--- src/rtl/alsu_arbiter.sv ---
// Two-requester round-robin front end for a single ALSU: grants one command at a time,
// screens illegal commands before they reach the ALSU and returns a tagged response.
module alsu_arbiter #(
    parameter string ALSU_PRIORITY = "A"
) (
    input  logic       clk,
    input  logic       rst,
    input  logic       req0_valid,
    output logic       req0_ready,
    input  logic [2:0] req0_a,
    input  logic [2:0] req0_b,
    input  logic [2:0] req0_opcode,
    input  logic [6:0] req0_ctrl,
    input  logic       req1_valid,
    output logic       req1_ready,
    input  logic [2:0] req1_a,
    input  logic [2:0] req1_b,
    input  logic [2:0] req1_opcode,
    input  logic [6:0] req1_ctrl,
    output logic [2:0] alsu_a,
    output logic [2:0] alsu_b,
    output logic [2:0] alsu_opcode,
    output logic [6:0] alsu_ctrl,
    input  logic [5:0] alsu_out,
    output logic       rsp_valid,
    input  logic       rsp_ready,
    output logic       rsp_id,
    output logic [5:0] rsp_data,
    output logic       rsp_err
);

    localparam int unsigned OP_W   = 3;
    localparam int unsigned CTRL_W = 7;
    localparam int unsigned OUT_W  = 6;
    localparam int unsigned RED_A  = 3;
    localparam int unsigned RED_B  = 2;
    localparam int unsigned BYP_A  = 1;
    localparam int unsigned BYP_B  = 0;

    // Both-bypass is only well defined when the ALSU resolves it to one operand.
    localparam bit PRIO_OK = (ALSU_PRIORITY == "A") || (ALSU_PRIORITY == "B");

    typedef struct packed {
        logic [OP_W-1:0]   a;
        logic [OP_W-1:0]   b;
        logic [OP_W-1:0]   opcode;
        logic [CTRL_W-1:0] ctrl;
    } cmd_t;

    // NOP = bypass_A with a=0, which clears the ALSU result register.
    localparam cmd_t NOP_CMD = '{a: '0, b: '0, opcode: '0, ctrl: CTRL_W'(7'b0000010)};

    typedef enum logic [1:0] {
        IDLE,
        ISSUE,
        WAIT,
        RESP
    } state_t;

    state_t state;
    state_t state_nxt;
    cmd_t   req0_cmd;
    cmd_t   req1_cmd;
    cmd_t   cmd_in;
    cmd_t   alsu_cmd;
    logic   prio;
    logic   sel_c;
    logic   accept_c;
    logic   illegal_c;

    function automatic logic is_illegal(input cmd_t c);
        logic byp_any;
        logic op_bad;
        logic red_bad;
        byp_any = c.ctrl[BYP_A] | c.ctrl[BYP_B];
        op_bad  = (c.opcode[2:1] == 2'b11);
        red_bad = (c.ctrl[RED_A] | c.ctrl[RED_B]) &&
                  (c.opcode >= 3'd2) && (c.opcode <= 3'd5);
        return (!byp_any && (op_bad || red_bad)) ||
               (c.ctrl[BYP_A] && c.ctrl[BYP_B] && !PRIO_OK);
    endfunction

    assign req0_cmd = {req0_a, req0_b, req0_opcode, req0_ctrl};
    assign req1_cmd = {req1_a, req1_b, req1_opcode, req1_ctrl};

    // Round-robin pick: prio names the favoured requester when both are valid.
    assign sel_c      = (req0_valid && req1_valid) ? prio : req1_valid;
    assign accept_c   = !rst && (state == IDLE) && (req0_valid || req1_valid);
    assign req0_ready = accept_c && !sel_c;
    assign req1_ready = accept_c && sel_c;
    assign cmd_in     = sel_c ? req1_cmd : req0_cmd;
    assign illegal_c  = is_illegal(cmd_in);

    assign alsu_a      = alsu_cmd.a;
    assign alsu_b      = alsu_cmd.b;
    assign alsu_opcode = alsu_cmd.opcode;
    assign alsu_ctrl   = alsu_cmd.ctrl;

    always_ff @(posedge clk or posedge rst) begin
        if (rst) begin
            state <= IDLE;
        end else begin
            state <= state_nxt;
        end
    end

    always_comb begin
        state_nxt = state;
        case (state)
            IDLE:    if (accept_c) state_nxt = illegal_c ? RESP : ISSUE;
            ISSUE:   state_nxt = WAIT;
            WAIT:    state_nxt = RESP;
            RESP:    if (rsp_ready) state_nxt = IDLE;
            default: state_nxt = IDLE;
        endcase
    end

    // Command register doubles as the ALSU drive: loaded for one cycle, NOP otherwise.
    always_ff @(posedge clk or posedge rst) begin
        if (rst) begin
            prio      <= 1'b0;
            alsu_cmd  <= NOP_CMD;
            rsp_valid <= 1'b0;
            rsp_id    <= 1'b0;
            rsp_data  <= '0;
            rsp_err   <= 1'b0;
        end else begin
            alsu_cmd <= NOP_CMD;
            if (accept_c) begin
                prio   <= !sel_c;
                rsp_id <= sel_c;
                if (!illegal_c) alsu_cmd <= cmd_in;
            end
            if (accept_c && illegal_c) begin
                rsp_valid <= 1'b1;
                rsp_data  <= '0;
                rsp_err   <= 1'b1;
            end else if (state == WAIT) begin
                rsp_valid <= 1'b1;
                rsp_data  <= OUT_W'(alsu_out);
                rsp_err   <= 1'b0;
            end else if ((state == RESP) && rsp_ready) begin
                rsp_valid <= 1'b0;
            end
        end
    end

endmodule

--- config.mk ---
export PLATFORM = sky130hd
export DESIGN_NAME = alsu_arbiter
export DESIGN_NICKNAME = d
export VERILOG_FILES = /design/src/rtl/alsu_arbiter.sv
export SDC_FILE = /design/constraint.sdc
export NUM_CORES = 1
export LEC_CHECK = 0
export ABC_AREA = 0
export CAP_MARGIN = 10
export CORE_ASPECT_RATIO = 0.8
export CORE_MARGIN = 5
export CORE_UTILIZATION = 35
export CTS_CLUSTER_DIAMETER = 80
export DETAILED_ROUTE_END_ITERATION = 6
export GPL_TIMING_DRIVEN = 0
export PLACE_DENSITY = 0.76
export SYNTH_ARGS = -nofsm -noshare
export SYNTH_HDL_FRONTEND = slang
export SYNTH_SLANG_ARGS = --single-unit
--- constraint.sdc ---
create_clock -name clk -period 2 [get_ports clk]
set_clock_uncertainty 0.2 [all_clocks]
set_input_delay 0.4 -clock clk [delete_from_list [all_inputs] [get_ports clk]]
set_output_delay 0.4 -clock clk [all_outputs]
set_load 0.02 [all_outputs]
Word level (Yosys, flattened, before mapping) --
Index checks and enable logic that the tools add are counted.
Storage, ports and cells: output and inout port bits 27, flip-flop bits (word level) 28, word-level logic and storage cells 54, input port bits 43
Cells by class: bitwise logic cells 2, mux-type cells 15, magnitude comparators 2, equality and inequality tests 6, reduce and logical (&&, ||, !) cells 19
Operators with widths (number):
- two-way mux 16 bit | 3
- two-way mux 6 bit | 2
- logical AND 1 bit | 10
- case mux 2 bit (4 select lines) | 1
- equality test 2 bit (second input constant) | 3
- two-way mux 1 bit | 6
- two-way mux 2 bit | 3
- != test 2 bit (second input constant) | 2
- >= comparator 3 x 2 -> 1 bit (second input constant) | 1
- <= comparator 3 bit (second input constant) | 1
- zero test 1 bit | 3
- nonzero test 3 bit | 1
- equality test 2 x 1 -> 1 bit (second input constant) | 1
- zero test 2 bit | 1
- logical OR 1 bit | 2
- bitwise OR 1 bit | 2
- AND reduction 2 bit | 1
- nonzero test 2 bit | 1

Logic depth before layout (Yosys ltp) --
depth after elaboration 11, mapped depth 7, gate-level depth less buffers 6

Least setup slack after synthesis --
OpenSTA, ideal clock, no wires.
kind input -> output, start input rst, end output req1_ready, path buffers 1, arrival time 1770 ps, required time 1400 ps, path slack -370 ps, cell stages on the path 3, cells stage by stage inv_1 -> o2111a_1 -> buf_1
On the way: word-level cells in the longest chain between the ends 4
Ends and longest elaborated chain:
- start: declaration | RTL line 7 | input logic rst,
- zero test 1 bit (no source line)
- logical AND 1 bit (2 in series) | RTL line 88 | assign accept_c = !rst && (state == IDLE) && (req0_valid || req1_valid);
- logical AND 1 bit | RTL line 90 | assign req1_ready = accept_c && sel_c;
- end: declaration | RTL line 15 | output logic req1_ready,
Every way passes these cells.

Final worst setup path --
start register state[0], end output req0_ready
On the way: word-level cells in the longest chain between the ends 4
Ends and longest elaborated chain:
- start: declaration | RTL line 60 | state_t state;
- start signal: assignment | RTL line 103 | state <= state_nxt;
- zero test 2 bit | RTL line 88
- logical AND 1 bit (2 in series) | RTL line 88
- logical AND 1 bit | RTL line 89 | assign req0_ready = accept_c && !sel_c;
- end: declaration | RTL line 9 | output logic req0_ready,
Every way passes these cells.

==> results by group <==
Outcome
  • Status: finished with violations
  • Violated checks: setup timing

Critical path
  • Worst-path cell chain: inv_2 > ha_4 > nand2b_4 > a211oi_4 > buf_6 > buf_6
  • Critical Path Source Type: register
  • FF-to-FF path depth: 4
  • Crit path largest cell delay: 0.40 ns
  • WP buf/inv: 3
  • CP max-delay cell: dfrtp_1
  • Worst setup path category: register to primary output
  • CP arrival: 1.40 ns
  • Critical Path Fanout Max: 3
  • Critical path depth: 6
  • CP top delay family: flip-flops
  • CP endpoint kind: primary output
  • CP most frequent cell: buf_6
  • Worst EP required: 1.40 ns

STA
  • Smallest hold slack: 0.185 ns
  • Highest Clock Rate: 499 MHz
  • Slew Viols, Final: 0
  • Tmin final: 2.00 ns
  • Normalized max-slew margin: 56.1%
  • Final Cycle Share: 100%
  • Final WS setup: -0.00290 ns
  • Final setup TNS: -0.00290 ns
  • Endpoints failing hold: 0
  • RSZ-0062 raised after global routing: true
  • Final setup viols: 1
  • Worst Max-Slew Pin Slew: approximately 0.65 ns

Place
  • PortBufs: 69
  • Hpwl dp: 2990 um
  • Dpl ws: -1.28 ns
  • GP Congestion: 0.722
  • Cell Area, Placed: between 0.002 and 0.0025 mm^2
  • Number of instances in the placed design: around 230

Layout
  • Area Overhead vs Synth: 73.0%
  • Post-Route Utilization: between 60% and 70%
  • Final instance area: about 0.0023 mm^2
  • Final nets: 255
  • Layout cell share with drive strength beyond 1: 18.8%
  • Diode count: 0
  • Finished Layout Cells: 251

Yosys
  • Post-synth cell types: 32
  • Post-synth top area cell: dfrtp_1
  • Synth cell count leaders: dfrtp_1, nor2_1, mux2i_1
  • Most frequent cell after synthesis: dfrtp_1
  • Area contributors post-synth: dfrtp_1, mux2i_1, a22oi_1, nor2_1, ha_1
  • Synthesized area per cell: 11.0 um^2
  • Flops & latches, synth: 28
  • Top FF cell, synth: dfrtp_1
  • Post-synth EDFFs: 0
  • Sequential area share after synthesis: 53.0%
  • Mapped Nets: roughly 170
  • Yosys synthesis warning count: 0
  • Area share of the largest cell type after synthesis: 51.0%
  • Post-Syn Area: between 0.001 and 0.0015 mm^2
  • Cells after Synth: 120
  • Post-synth ARST share: 100%

Detailed routing
  • Final wirelength: 3970 um
  • Antenna-violating nets left: 0
  • DRT iter0 DRCs: 43
  • Post-DR vias/cell: 4.93
  • Vias: around 1200
  • WL/cell: about 16 um
  • DRC violations left: 0
  • Router iterations before antenna repair: 4

Power and ir drop
  • Worst vdd ir: a little under 500 uV
  • PwrDens: 1060 mW/mm^2
  • Sw Pwr: a little under 0.9 mW
  • Gate power share: 51.8%
  • Leakage: between 1 and 1.5 nW
  • Clock Power Share: 14.2%
  • Total internal power: 1.56 mW
  • Post-layout total power: 2.43 mW
  • Switching share of total power: 35.7%
  • Flop pwr share: 34.0%

Global route
  • Number of global-route vias before repair: 1335
  • GR Overflow Total: 0
  • GRT Total Usage: between 10% and 20%
  • Global-route wire length before repair: 6480 um
  • Largest net degree at the start of global routing: 16
  • Initial antenna violation count: 0

Clock tree
  • H-tree Lvls: 1
  • Root Driver: clkbuf_8
  • Max Root-Sink Buffers: 2
  • Hold buffers post-CTS: 0
  • Clock Sinks: 28
  • Clock tree from TritonCTS: built
  • Clock-pin slew on the worst setup and hold paths: 0.09 ns
  • Latest clock arrival within the worst-skew pair: 0.27 ns
  • TritonCTS Buffers: 3

Floorplanning
  • Core area: between 0.003 and 0.004 mm^2
  • Initial core utilization: roughly 36%
  • Die Y: 65.0 um
  • # rows: 20
  • Die Wd: 78.8 um
  • Die area: ~0.0051 mm^2
  • I/O pin count: 70

Worst hold path
  • Min-Delay Path Class: input pin to async pin

Job
  • Max-Cap Viols: 0
==> cells in the final DEF (no fill, tap or decap), drive strengths merged <==
cell type / netlist / final
clkinvlp: 0 / 2
ha: 4 / 4
o2111a: 1 / 1
nor2: 17 / 17
a211oi: 1 / 1
nand2b: 1 / 1
or2: 1 / 1
a21oi: 7 / 7
dlymetal6s2s: 0 / 2
mux2: 1 / 1
nor2b: 1 / 1
dfrtp: 27 / 27
o21ai: 5 / 5
clkdlybuf4s50: 0 / 61
o211ai: 1 / 1
a21o: 1 / 1
inv: 7 / 6
dfstp: 1 / 1
or3b: 1 / 1
nand3: 1 / 1
mux2i: 14 / 14
clkbuf: 1 / 5
nand2: 1 / 1
a22oi: 10 / 10
buf: 5 / 20
dlygate4sd2: 0 / 4
nor3: 6 / 6
o21a: 1 / 1
o22ai: 1 / 1
or4b: 1 / 1
a2111oi: 2 / 2
==> logic make-up after synthesis <==
family / after synthesis / synth area share (%)
AND/OR/NAND/NOR: 30 / 10.6
adder cells (fa/ha/maj): 4 / 3.78
flip-flops: 28 / 53.0
buffers and inverters: 13 / 4.91
multiplexers: 15 / 11.7
AO/OA/AOI/OAI: 30 / 16.0
==> worst paths after layout <==
kind                                      from             end  slack, ns
worst max-delay path                  state[0]      req0_ready     -0.003
worst min-delay path                       rst       rsp_valid       0.18
worst max register to register            prio  alsu_opcode[1]       0.07
worst min register to register          rsp_id          rsp_id       0.31
max in group asynchronous                  rst    alsu_ctrl[1]       1.03
min in group clk                req1_opcode[2]  alsu_opcode[2]       0.30
==> repair_timing <==
item | CTS | global route
cloned | 1 | 0
setup buffers | 11 | 3
pin swaps | 1 | 3
setup endpoints to repair | 29 | 15
resized for setup | 28 | 4
==> flip-flops by register name, summed over array words and instances (netlist names) <==
register	flops
alsu_b	3
alsu_opcode	3
rsp_id	1
rsp_data	6
prio	1
state	2
rsp_err	1
alsu_a	3
rsp_valid	1
alsu_ctrl	7
==> power groups by stage <==
stage                     logic [mW]  clock network [mW]  registers (mW)
after global placement          1.05                   0           0.820
after global routing            1.37               0.378           0.850
after detailed placement        1.09                   0           0.834
after CTS                       1.23               0.357           0.824
final                           1.26               0.345           0.827
after floorplan                0.443                   0           0.985
==> worst register-to-register path: stages, from the launching register on <==
cell and delay (ns):
dfrtp_1 0.46, o21ai_2 0.49, mux2_4 0.36, buf_6 0.14
nor3_1 0.19
==> cell type report <==
class,instances,area [um^2]
Timing Repair inverter,1,5.00
Multi-Input combinational cell,79,596
Buffer,5,48.8
Clock buffer,4,55.1
Tap cell,44,55.1
Inverter,7,30.0
Sequential cell,28,702
Timing Repair Buffer,83,798
Fill cell,302,1440
==> layer usage <==
layer | track usage [%] | up-vias | wire length, um
li1 | - | 599 | -
met1 | 19.3 | 590 | 1610
met2 | 28.6 | 38 | 2060
met3 | 3.19 | 10 | 198
met4 | 5.90 | 0 | 99
met5 | 0 | - | 0
Note: power is estimated with default switching activity, not from simulation.
